### config.mk
export PLATFORM = sky130hd
export DESIGN_NAME = gb_oam_dma_engine
export DESIGN_NICKNAME = d
export VERILOG_FILES = /design/src/rtl/gb_oam_dma_engine.sv
export SDC_FILE = /design/constraint.sdc
export NUM_CORES = 1
export LEC_CHECK = 0
export ABC_AREA = 1
export BUFFER_PORTS_ARGS = -buffer_cell sky130_fd_sc_hd__buf_2
export CELL_PAD_IN_SITES_DETAIL_PLACEMENT = 1
export CELL_PAD_IN_SITES_GLOBAL_PLACEMENT = 2
export CORE_UTILIZATION = 21
export DETAILED_ROUTE_END_ITERATION = 10
export GPL_ROUTABILITY_DRIVEN = 1
export PLACE_DENSITY = 0.76
export SYNTH_ARGS = -nofsm -noshare
export SYNTH_HDL_FRONTEND = slang
export SYNTH_SLANG_ARGS = --single-unit
export TNS_END_PERCENT = 50
### constraint.sdc
create_clock -name clk -period 1.8 [get_ports clk]
set_clock_uncertainty 0.05 [all_clocks]
set_input_delay 0.27 -clock clk [delete_from_list [all_inputs] [get_ports clk]]
set_output_delay 0.27 -clock clk [all_outputs]
set_load 0.02 [all_outputs]
### src/rtl/gb_oam_dma_engine.sv
// OAM DMA engine: decodes CPU writes to the DMA register, waits a start delay,
// then copies XFER_LEN bytes from {src_page,idx} into OAM, one byte per
// CYCLES_PER_BYTE T-cycles. A register write during a run restarts it.
// Ports:
//   clk, reset                 T-clock, async active-high reset
//   addr, wr_en, data_i        CPU write bus
//   data_o                     DMA register readback
//   dma_start, dma_active      start-delay phase / bus+OAM ownership
//   dma_rd_req, dma_rd_addr    system read port, dma_rd_data returns source byte
//   oam_wr_en/idx/data         OAM byte write port
module gb_oam_dma_engine #(
  parameter logic [15:0] REG_ADDR        = 16'hFF46,
  parameter int unsigned XFER_LEN        = 160,
  parameter int unsigned CYCLES_PER_BYTE = 4,
  parameter int unsigned START_DELAY     = 1,
  parameter bit          MIRROR_ECHO     = 1'b1
) (
  input  logic        clk,
  input  logic        reset,
  input  logic [15:0] addr,
  input  logic        wr_en,
  input  logic [7:0]  data_i,
  output logic [7:0]  data_o,
  output logic        dma_start,
  output logic        dma_active,
  output logic        dma_rd_req,
  output logic [15:0] dma_rd_addr,
  input  logic [7:0]  dma_rd_data,
  output logic        oam_wr_en,
  output logic [7:0]  oam_wr_idx,
  output logic [7:0]  oam_wr_data
);

  localparam int unsigned SLOT_W = $clog2(CYCLES_PER_BYTE);
  localparam int unsigned DLY_W  = (START_DELAY > 1) ? $clog2(START_DELAY) : 1;
  localparam logic [SLOT_W-1:0] SLOT_LAST = SLOT_W'(CYCLES_PER_BYTE - 1);
  localparam logic [DLY_W-1:0]  DLY_LAST  = DLY_W'(START_DELAY - 1);
  localparam logic [7:0]        IDX_LAST  = 8'(XFER_LEN - 1);

  typedef enum logic [1:0] {
    S_IDLE  = 2'd0,
    S_DELAY = 2'd1,
    S_XFER  = 2'd2
  } state_e;

  state_e            state_q, state_d;
  logic [7:0]        reg_q, reg_d;
  logic [7:0]        idx_q, idx_d;
  logic [SLOT_W-1:0] slot_q, slot_d;
  logic [DLY_W-1:0]  dly_q, dly_d;
  logic              restart_q, restart_d;

  logic              trig_c;
  logic [7:0]        src_page_c;

  assign trig_c     = wr_en && (addr == REG_ADDR);
  // Echo RAM pages E0..FF alias work RAM C0..DF.
  assign src_page_c = (MIRROR_ECHO && (reg_q >= 8'hE0)) ? (reg_q - 8'h20) : reg_q;
  assign data_o     = reg_q;

  // State register.
  always_ff @(posedge clk or posedge reset) begin
    if (reset) begin
      state_q   <= S_IDLE;
      reg_q     <= 8'h00;
      idx_q     <= 8'h00;
      slot_q    <= '0;
      dly_q     <= '0;
      restart_q <= 1'b0;
    end else begin
      state_q   <= state_d;
      reg_q     <= reg_d;
      idx_q     <= idx_d;
      slot_q    <= slot_d;
      dly_q     <= dly_d;
      restart_q <= restart_d;
    end
  end

  // Next-state and output decode.
  always_comb begin
    state_d     = state_q;
    reg_d       = reg_q;
    idx_d       = idx_q;
    slot_d      = slot_q;
    dly_d       = dly_q;
    restart_d   = restart_q;
    dma_start   = 1'b0;
    dma_active  = 1'b0;
    dma_rd_req  = 1'b0;
    dma_rd_addr = 16'h0000;
    oam_wr_en   = 1'b0;
    oam_wr_idx  = 8'h00;
    oam_wr_data = 8'h00;

    case (state_q)
      S_IDLE: begin
      end
      S_DELAY: begin
        dma_start  = 1'b1;
        dma_active = restart_q;
        slot_d     = slot_q + SLOT_W'(1);
        if (slot_q == SLOT_LAST) begin
          slot_d = '0;
          if (dly_q == DLY_LAST) begin
            state_d   = S_XFER;
            dly_d     = '0;
            restart_d = 1'b0;
          end else begin
            dly_d = dly_q + DLY_W'(1);
          end
        end
      end
      S_XFER: begin
        dma_active  = 1'b1;
        dma_rd_req  = 1'b1;
        dma_rd_addr = {src_page_c, idx_q};
        slot_d      = slot_q + SLOT_W'(1);
        if (slot_q == SLOT_LAST) begin
          slot_d      = '0;
          oam_wr_en   = 1'b1;
          oam_wr_idx  = idx_q;
          oam_wr_data = dma_rd_data;
          idx_d       = idx_q + 8'd1;
          if (idx_q == IDX_LAST) begin
            state_d = S_IDLE;
          end
        end
      end
      default: begin
        state_d = S_IDLE;
      end
    endcase

    // A register write always wins; the write strobe above still fires this cycle.
    if (trig_c) begin
      reg_d     = data_i;
      state_d   = S_DELAY;
      idx_d     = 8'h00;
      slot_d    = '0;
      dly_d     = '0;
      restart_d = (state_q == S_XFER) ? 1'b1 : restart_q;
    end
  end

endmodule

==> results.cfg <==
[status]
status = completed

[global_route]
grt_max_degree = 22
antenna_found_initial = 0
grt_pass1_wl_mm = 7.40
grt_use_total = 0.130
grt_pass1_vias = 1581
grt-ovfl-total = 0

[setup_path]
start_kind = flip-flop
ff2ff_setup_slack_ns = 0.15
r2r_start = state_q[1]
critical_path_class = flip-flop to output pin
crit_path_end = dma_rd_addr[5]
cp_data_required_time_ns = 1.48
crit_fanout = 4
r2r_cells = 9
cp.arrival_ns = 1.45
worstReg2RegEnd = state_q[1]
crit_path_end_kind = output pin
crit_start = state_q[0]

[placement]
port-buffer-count = 78
dpl.hpwl_mm = 3.16
dpl_cell_area_sq_mm = 0.00188
dp.cells = 361
globalplace.congestion = 0.741

[clock_network]
htree_levels = 1
cts_buffer_depth = 2
tritoncts = done
clkLatencyLatePin_ns = 0.26
cts_buffers = 3
cts.clk_slew.worst_paths_ns = 0.08
cts.sinks = 21
clockRootBuffer = clkbuf_8

[synthesis]
yosysUniqueCellTypes = 25
seq_area_frac_synth = 0.378
ys_warn_count = 0
postSynthCellCount = 208
synth_area_sq_mm = 0.00139
syn-num-nets = 249
synth.avg_cell_area_sq_um = 6.68
ys_seq_elements = 21

[drt]
viasPerCell = 4.26
ant_nets = 0
drtPass1Iterations = 4
wire_per_inst_microns = 11.9
drc = 0
drtIter0Drc = 48
dr_total_vias = 1595
drt-total-wl_mm = 4.47

[finish]
nets = 339
n_antenna_cell = 0
drive_gt1_frac = 0.404
design_area_sq_mm = 0.00219
fin_cells = 374
area_growth_pct = 57.5

[flow_run]
max_cap_viol_count = 0

[die]
die_y_microns = 83.3
row_count = 29
die_x_microns = 83.3
coreArea_sq_mm = 0.00635
die_area_sq_mm = 0.00694
initial_core_util = 0.219
io_pins = 79

[timing]
period_needed_ns = 1.77
final-max-slew-violation-count = 0
fmax_ghz = 0.565
relSlewSlack = 0.808
rsz0062_at_grt = true
period_share = 0.984
setup_viol = 0
tightest_slew_ns = 0.288
hold_viol = 0

[power]
ir_drop_uv = 312
p_per_area_mw_per_mm2 = 638
p_leak_nw = 1.35

[min_path]
hp-class = primary input to flip-flop
layout make-up:
| cell class | instances | area, sq um |
|---|---|---|
| clock buffers | 4 | 45.0 |
| fillers | 820 | 4160 |
| inverters | 42 | 163 |
| multi-input cells | 140 | 742 |
| flip-flops and latches | 21 | 528 |
| well taps | 77 | 96.3 |
| repair buffers | 90 | 613 |
power breakdown:
group	total [W]	switching [W]	internal, W
Clock	0.000324	0.000166	0.000158
Sequential	0.000618	0.0000838	0.000535
Combinational	0.000453	0.000264	0.000189
routing by layer:
layer  share of wire  track usage  vias up
met5               0            0        -
met4          0.0034       0.0141        0
met3           0.054       0.0278        2
met2            0.49        0.231       49
met1            0.45        0.167      741
li1                -            -      803
kinds of logic (layout without fill, tap and decap cells):
| family | after synthesis | in the layout | synth area share |
|---|---|---|---|
| and+or+nand+nor | 118 | 118 | 0.359 |
| buffers and inverters | 47 | 136 | 0.141 |
| DFF | 21 | 21 | 0.378 |
| AOI/OAI and AO/OA | 13 | 13 | 0.0486 |
| adders and majority gates | 6 | 6 | 0.0541 |
| xor gates and xnor gates | 3 | 3 | 0.0189 |
how the worst min path moves through the flow:
stage               startpoint         to  slack (ns)  cells past startpoint
CTS                  data_i[2]  data_o[2]        0.14                      3
floorplan                reset  data_o[0]        0.20                      1
global route         data_i[7]  data_o[7]        0.15                      3
global placement         reset  data_o[0]        0.28                      3
detailed placement       reset  data_o[0]        0.28                      3
finish               data_i[7]  data_o[7]        0.15                      3
per-stage QoR:
step	hold slack [ns]	worst slack [ns]	power (W)	utilization	setup TNS [ns]
2_1_floorplan	0.197	0.0000520	0.000870	-	0
3_3_place_gp	0.276	0.184	0.00103	0.296	0
3_5_place_dp	0.283	0.124	0.00103	0.296	0
4_1_cts	0.139	-0.0241	0.00137	0.325	-0.0323
5_1_grt	0.146	-0.0390	0.00151	0.344	-0.296
6_report	0.149	0.0290	0.00140	0.344	0
state kept, by name, indices dropped and copies added, names as in the netlist:
register   cells
restart_q      1
data_o         8
state_q        2
idx_q          8
slot_q         2
synth_stat cells, drive strengths merged:
master | n | area [sq um]
a211oi | 1 | 7.51
a21oi | 5 | 25.0
and2 | 1 | 6.26
buf | 4 | 32.5
clkbuf | 1 | 3.75
dfrtp | 21 | 526
ha | 6 | 75.1
inv | 42 | 160
nand2 | 68 | 265
nand3 | 10 | 50.1
nand3b | 2 | 15.0
nand4 | 2 | 18.8
nor2 | 34 | 138
nor3 | 1 | 5.00
o21ai | 7 | 35.0
xor2 | 3 | 26.3
critical path: stages, from the launching register on:
cell       delay [ns]
dfrtp_1          0.39
inv_2            0.09
ha_4             0.16
bufbuf_16        0.26
nand2_1          0.07
inv_1            0.10
buf_6            0.13
cell usage in the layout (no fill, tap or decap), drive strengths merged:
cell	n
inv	42
nand3b	2
nor2	34
buf	87
a21oi	5
and2	1
nand3	10
xor2	3
nor3	1
a211oi	1
nand4	2
dfrtp	21
ha	6
o21ai	7
clkbuf	4
bufbuf	2
dlygate4sd3	1
nand2	68
timing repair:
| item | in CTS | in global routing |
|---|---|---|
| endpoints found under the hold margin | 21 | 0 |
| setup buffers | 3 | 3 |
| gates cloned | 2 | 0 |
| hold buffers | 1 | 0 |
| endpoints found under the setup margin | 19 | 29 |
| pin swaps | 0 | 2 |
| resized for setup | 11 | 38 |
(Power assumes the default switching activity.)
